File: config.mk
export PLATFORM = sky130hd
export DESIGN_NAME = uart_rx
export DESIGN_NICKNAME = d
export VERILOG_FILES = /design/src/rtl/uart_rx.sv
export SDC_FILE = /design/constraint.sdc
export NUM_CORES = 1
export LEC_CHECK = 0
export ABC_CLOCK_PERIOD_IN_PS = 3200
export CAP_MARGIN = 20
export CORE_UTILIZATION = 47
export DETAILED_ROUTE_END_ITERATION = 12
export DONT_BUFFER_PORTS = 1
export GPL_TIMING_DRIVEN = 0
export PLACE_DENSITY = 0.67
export SLEW_MARGIN = 25
export SYNTH_ARGS = -nofsm -noshare
export SYNTH_HDL_FRONTEND = slang
export SYNTH_SLANG_ARGS = --single-unit
File: constraint.sdc
create_clock -name sys_clk -period 3.2 [get_ports sys_clk]
set_input_delay 0.48 -clock sys_clk [delete_from_list [all_inputs] [get_ports sys_clk]]
set_output_delay 0.48 -clock sys_clk [all_outputs]
set_load 0.01 [all_outputs]
File: src/rtl/uart_rx.sv
// UART receiver: 16x oversampled start/data/stop framing with integrated baud tick divider.
// Latency: start seen 3 sys_clk after the line falls; rx_dout/rx_done_tick update STOP_BIT_TICKS ticks after the last data sample.
// Backpressure: none; rx_done_tick is a one-cycle strobe and rx_dout holds until the next valid frame.
module uart_rx #(
  parameter int BAUD_RATE      = 9600,
  parameter int SYS_CLK_FREQ   = 100000000,
  parameter int DATA_BITS      = 8,
  parameter int STOP_BIT_TICKS = 16
) (
  input  logic                 sys_clk,
  input  logic                 rst,
  input  logic                 rx_data_in,
  output logic                 rx_done_tick,
  output logic [DATA_BITS-1:0] rx_dout
);

  localparam int DIV = SYS_CLK_FREQ / (16 * BAUD_RATE);
  localparam int CW  = (DIV > 1) ? $clog2(DIV) : 1;
  localparam int NW  = (DATA_BITS > 1) ? $clog2(DATA_BITS) : 1;

  typedef enum logic [1:0] {IDLE, START, DATA, STOP} state_t;

  state_t                 state_q, state_d;
  logic [CW-1:0]          tick_cnt_q, tick_cnt_d;
  logic                   sync1_q, sync1_d;
  logic                   sync2_q, sync2_d;
  logic [3:0]             s_cnt_q, s_cnt_d;
  logic [NW-1:0]          n_cnt_q, n_cnt_d;
  logic [DATA_BITS-1:0]   b_reg_q, b_reg_d;
  logic [DATA_BITS-1:0]   rx_dout_q, rx_dout_d;
  logic                   done_q, done_d;
  logic                   tick;
  logic                   rx_s;

  // One oversampling tick per DIV sys_clk cycles, on the last count before wrap.
  assign tick = (tick_cnt_q == CW'(DIV - 1));
  assign rx_s = sync2_q;

  // Free-running tick divider and two-flop synchronizer for the asynchronous line.
  always_comb begin
    tick_cnt_d = tick ? '0 : tick_cnt_q + CW'(1);
    sync1_d    = rx_data_in;
    sync2_d    = sync1_q;
  end

  // Framing FSM: count ticks to the middle of each bit and sample there.
  always_comb begin
    state_d   = state_q;
    s_cnt_d   = s_cnt_q;
    n_cnt_d   = n_cnt_q;
    b_reg_d   = b_reg_q;
    rx_dout_d = rx_dout_q;
    done_d    = 1'b0;
    case (state_q)
      IDLE: begin
        // Arm on a low level at any cycle, not only on ticks.
        if (!rx_s) begin
          s_cnt_d = '0;
          state_d = START;
        end
      end
      START: begin
        if (tick) begin
          if (s_cnt_q == 4'd7) begin
            if (!rx_s) begin
              s_cnt_d = '0;
              n_cnt_d = '0;
              state_d = DATA;
            end else begin
              // Line went back high before mid start: treat as a glitch.
              state_d = IDLE;
            end
          end else begin
            s_cnt_d = s_cnt_q + 4'd1;
          end
        end
      end
      DATA: begin
        if (tick) begin
          if (s_cnt_q == 4'd15) begin
            b_reg_d = {rx_s, b_reg_q[DATA_BITS-1:1]};
            s_cnt_d = '0;
            if (n_cnt_q == NW'(DATA_BITS - 1)) begin
              state_d = STOP;
            end else begin
              n_cnt_d = n_cnt_q + NW'(1);
            end
          end else begin
            s_cnt_d = s_cnt_q + 4'd1;
          end
        end
      end
      STOP: begin
        if (tick) begin
          if (s_cnt_q == 4'(STOP_BIT_TICKS - 1)) begin
            // A low stop bit is a framing error: drop the word silently.
            if (rx_s) begin
              rx_dout_d = b_reg_q;
              done_d    = 1'b1;
            end
            state_d = IDLE;
          end else begin
            s_cnt_d = s_cnt_q + 4'd1;
          end
        end
      end
      default: state_d = IDLE;
    endcase
  end

  // State registers; synchronous reset wins over everything, including mid-frame.
  always_ff @(posedge sys_clk) begin
    if (rst) begin
      state_q    <= IDLE;
      tick_cnt_q <= '0;
      sync1_q    <= 1'b1;
      sync2_q    <= 1'b1;
      s_cnt_q    <= '0;
      n_cnt_q    <= '0;
      b_reg_q    <= '0;
      rx_dout_q  <= '0;
      done_q     <= 1'b0;
    end else begin
      state_q    <= state_d;
      tick_cnt_q <= tick_cnt_d;
      sync1_q    <= sync1_d;
      sync2_q    <= sync2_d;
      s_cnt_q    <= s_cnt_d;
      n_cnt_q    <= n_cnt_d;
      b_reg_q    <= b_reg_d;
      rx_dout_q  <= rx_dout_d;
      done_q     <= done_d;
    end
  end

  assign rx_done_tick = done_q;
  assign rx_dout      = rx_dout_q;

endmodule

# After elaboration in Yosys (flattened, before gate mapping)
# Cells that the tools add are included.
dict set report totals {
  register_bits 38
  input_bits 3
  out_inout_bits 9
}
dict set report classes {
  addsub 3
  eq_ne 18
  muxes 26
  n_bitwise 3
  n_reduce_logical 9
}
# cell n
set op_table {}
lappend op_table {{4-bit 2-to-1 mux} 7}
lappend op_table {{2-bit != test, second input constant} 11}
lappend op_table {{2-bit 2-to-1 mux} 9}
lappend op_table {{3-bit 2-to-1 mux} 6}
lappend op_table {{4-bit case mux with 4 select lines} 1}
lappend op_table {{10-bit by 1-bit adder with 10-bit output, second input constant} 1}
lappend op_table {{10-bit equality test, second input constant} 1}
lappend op_table {{2-bit case mux with 4 select lines} 1}
lappend op_table {{4-bit AND reduction} 2}
lappend op_table {{8-bit AND reduction} 1}
lappend op_table {{7-bit AND reduction} 1}
lappend op_table {{3-bit case mux with 2 select lines} 1}
lappend op_table {{4-bit by 1-bit adder with 4-bit output, second input constant} 1}
lappend op_table {{2-bit equality test, second input constant} 2}
lappend op_table {{4-bit by 3-bit equality test with 1-bit output, second input constant} 1}
lappend op_table {{4-bit equality test, second input constant} 1}
lappend op_table {{4-bit OR reduction} 1}
lappend op_table {{3-bit by 1-bit adder with 3-bit output, second input constant} 1}
lappend op_table {{3-bit equality test, second input constant} 1}
lappend op_table {{1-bit inverter} 3}
lappend op_table {{3-bit AND reduction} 1}
lappend op_table {{2-bit by 1-bit equality test with 1-bit output, second input constant} 1}
lappend op_table {{2-bit logical NOT} 1}
lappend op_table {{2-bit nonzero test} 1}
lappend op_table {{other kinds (2)} 2}

# Longest topological paths before layout
dict set report depth {
  ltp_word 5
  mapped_depth 8
  ltp_nobuf 7
}

# Worst setup path before layout
# OpenSTA, ideal clock, no wires.
dict set report synth_timing {
  path_kind {register to register}
  startpoint {reg tick_cnt_q[7]}
  endpoint {reg rx_dout_q[0] (netlist: rx_dout[0])}
  setup_ns 0.128
  arrival_time_ns 1.913
  required_time_ns 3.072
  setup_slack_ns 1.160
  stages_incl_launch_ff 7
  synth_period_minus_slack_ns 2.040
  cell_sequence {dfxtp_1 or3b_1 or4_1 buf_2 nor3_4 mux2i_1 nor2_1}
}
dict set report synth_via {
  elab_chain_len 2
}
# item line
set synth_rtl {}
lappend synth_rtl {{start, declared} 24} ;# logic [CW-1:0] tick_cnt_q, tick_cnt_d;
lappend synth_rtl {{start signal, assigned} 125} ;# tick_cnt_q <= tick_cnt_d;
lappend synth_rtl {{10-bit equality test} 36} ;# assign tick = (tick_cnt_q == CW'(DIV - 1));
lappend synth_rtl {{4-bit AND reduction (no source line)} n/a}
lappend synth_rtl {{end signal, assigned} 131} ;# rx_dout_q <= rx_dout_d;
lappend synth_rtl {{end, declared} 30} ;# logic [DATA_BITS-1:0] rx_dout_q, rx_dout_d;
# No other way between the ends.
# A chain may end at the register's enable or synchronous reset.

# Worst setup path after layout
dict set report layout_timing {
  startpoint {reg tick_cnt_q[7]}
  endpoint {reg b_reg_q[2]}
}
dict set report layout_via {
  elab_chain_len 2
}
# item line
set layout_rtl {}
lappend layout_rtl {{10-bit equality test} 36}
lappend layout_rtl {{3-bit AND reduction (no source line)} n/a}
lappend layout_rtl {{end signal, assigned} 130} ;# b_reg_q <= b_reg_d;
lappend layout_rtl {{end, declared} 29} ;# logic [DATA_BITS-1:0] b_reg_q, b_reg_d;
# No other way between the ends.

==> impl_metrics.py <==
metrics = {
    "status": {
        "outcome": "complete, no violations",
    },
    "layout": {
        "layout-drive-gt1-share_pct": 6.56,
        "stdcell_area_mm2": 0.00175,
        "area_delta_synth_final_pct": 6.48,
        "fillers": 335,
        "stdcell_count": 229,
        "n_antenna_cell": 0,
        "utilization_pct": 52.3,
        "nNetsFinal": 191,
    },
    "timing": {
        "final.min_clock_period_ns": 2.51,
        "setup_viol": 0,
        "hold_violations": 0,
        "rsz0062_at_grt": "false",
        "hold_slack_ns": 0.248,
        "relSlewSlack_pct": 44.4,
        "worst_pin_slew_ns": 0.827,
        "fmax_mhz": 398,
        "min_period_over_period_pct": 78.5,
        "slew_viol_final": 0,
        "fin_tns_setup_ns": 0,
        "skew_ns": 0.00265,
    },
    "clocking": {
        "cts_tree": "built",
        "clock_sinks": 38,
        "cts_hold_buf": 0,
        "clk-insertion-delay-late_ns": 0.33,
        "clkSlewWorstSetupHoldPaths_ns": 0.11,
        "clock-root-buffer": "clkbuf_4",
        "cts_max_path_buffers": 2,
        "post-cts-setup-buffers": 0,
        "cts_buffers": 5,
        "cts.htree.levels": 2,
        "cts_resized": 0,
    },
    "route": {
        "via_count": 1229,
        "first_pass_iters": 6,
        "wire_per_inst_um": 12.9,
        "drcViolationCount": 0,
        "antenna_left": 0,
        "routed_wl_um": 2950,
        "via_per_inst": 5.37,
        "drtIter0Drc": 90,
    },
    "worst_setup_path": {
        "crit_slowest_cell": "nor4_1",
        "path_max_fanout": 8,
        "rrSetupSlack_ns": 0.69,
        "cp_cell_sequence": "or3b_1 -> nor4_1 -> nand3_1 -> mux2i_1 -> nor2_1",
        "max_stage_delay_ns": 0.64,
        "critPathArrivalTime_ns": 2.73,
        "cp-start-kind": "flop",
        "required_ns": 3.41,
        "endpoint_kind": "flop",
        "crit_type": "reg2reg",
    },
    "grt": {
        "grt_max_degree": 12,
        "grt_pass1_wl_um": 4820,
        "grt_use_total_pct": 17.8,
        "grt_antenna_before_repair": 0,
        "grt_pass1_vias": 1053,
        "grt_overflow": 0,
    },
    "synth": {
        "synth_area_per_cell_um2": 9.32,
        "synth.area.top_cells": "dfxtp_1 46%, mux2i_1 10%, nor2_1 7.8%, ha_1 3.8%, xnor2_1 2.7%",
        "async_flop_share_pct": 0,
        "seq_area_frac_synth_pct": 46.4,
        "post-synth-top-count-cell": "dfxtp_1",
        "synth-edff-count": 0,
        "ys.flop_type": "dfxtp_1",
        "synth_common_cells": "38 x dfxtp_1, 34 x nor2_1, 17 x mux2i_1",
        "synth_top_area_share_pct": 46.4,
        "synth_top_cell_by_area": "dfxtp_1",
        "syn-num-nets": 184,
        "syn_area_mm2": 0.00164,
        "yosysWarnings": 0,
        "synth_cell_type_count": 37,
        "synth-seq-cells": 38,
        "synthCells": 176,
    },
    "place": {
        "dpl.hpwl_um": 2120,
        "gp_congestion": 0.932,
        "dp_cells": 222,
        "port_buffers": 0,
        "place_area_mm2": 0.00170,
    },
    "die": {
        "start_util_pct": 49.2,
        "io_pins": 12,
        "coreArea_mm2": 0.00334,
        "die_h_um": 61.1,
        "rows": 21,
        "die_area_mm2": 0.00373,
        "die_w_um": 61.1,
    },
    "power_and_ir_drop": {
        "cellPowerDensity_mw_per_mm2": 423,
        "p_leak_nw": 0.687,
        "peakVddDrop_mv": 0.281,
    },
    "run": {
        "drv_cap": 0,
    },
    "hold_path": {
        "hold_path_class": "in2reg",
    },
}
## report_power, final
group / leakage, nW / internal, mW / switching [mW]
Clock: 0.0243 / 0.0821 / 0.149
Combinational: 0.356 / 0.00906 / 0.0167
Sequential: 0.307 / 0.478 / 0.00488
Total: 0.687 / 0.569 / 0.170
## path summary, 6_finish.rpt
path,from,endpoint,cells after the start
worst min-delay path,rx_data_in,sync1_q,1
worst min register to register,sync1_q,rx_s,1
worst max register to register,tick_cnt_q[7],b_reg_q[2],5
worst max-delay path,tick_cnt_q[7],b_reg_q[2],5
## per-stage QoR
stage	power, mW	setup slack, ns
floorplan	0.512	1.16
global placement	0.518	0.789
detailed placement	0.519	0.710
CTS	0.745	0.687
global route	0.767	0.405
finish	0.739	0.689
## critical path: cells and delay by family (launching register included)
| family | cells | cell delay (ns) |
|---|---|---|
| flops | 1 | 0.40 |
| mux | 1 | 0.31 |
| simple gates | 4 | 1.69 |
## per-layer routing
metal,track usage [%],share of wire [%]
met1,23.9,48
met2,27.2,46
met3,5.25,4.3
met4,6.82,1.4
met5,0,0
## layout by cell type, fill, tap and decap left out, types with 2 or more instances in the layout
| cell type | count |
|---|---|
| nand4b_1 | 2 |
| nor2b_1 | 2 |
| nand2_1 | 7 |
| nand3_1 | 7 |
| nor2_1 | 34 |
| o31ai_1 | 2 |
| xnor2_1 | 5 |
| inv_1 | 3 |
| a21oi_1 | 7 |
| clkbuf_1 | 7 |
| ha_1 | 5 |
| nor4b_1 | 2 |
| nor3_1 | 2 |
| o21ai_0 | 2 |
| or4_1 | 3 |
| a21boi_0 | 2 |
| mux2i_1 | 17 |
| xor2_1 | 3 |
| clkbuf_4 | 5 |
| and3_1 | 4 |
| nand3b_1 | 2 |
| or2_2 | 3 |
| dfxtp_1 | 38 |
| and2_1 | 2 |
| nand2b_1 | 3 |
## final cells by class
cell class	count	area, µm²	area share, %
multi-input cells	128	841	48.1
flip-flops and latches	38	761	43.6
well taps	46	57.6	3.30
clock buffers	6	41.3	2.36
plain buffers	7	27.5	1.58
inverters	3	11.3	0.645
clock inverters	1	7.51	0.430
## cell families (layout without fill, tap and decap cells)
family / Yosys count / in the layout / share of synthesized area, %
flip-flops: 38 / 38 / 46.4
XOR/XNOR: 8 / 8 / 4.27
AO/OA/AOI/OAI: 19 / 19 / 7.48
adder cells (fa/ha/maj): 5 / 5 / 3.81
AND/OR/NAND/NOR: 79 / 79 / 25.3
multiplexers: 17 / 17 / 10.4
buffers and inverters: 10 / 17 / 2.36
## registers in the layout, indices dropped and copies added (netlist names), named ones only
| register | count |
|---|---|
| sync1_q | 1 |
| state_q | 1 |
| tick_cnt_q | 10 |
| b_reg_q | 8 |
| s_cnt_q | 4 |
| rx_s | 1 |
| rx_dout | 8 |
| rx_done_tick | 1 |
| n_cnt_q | 3 |
Power figures use the tool's default switching activity.
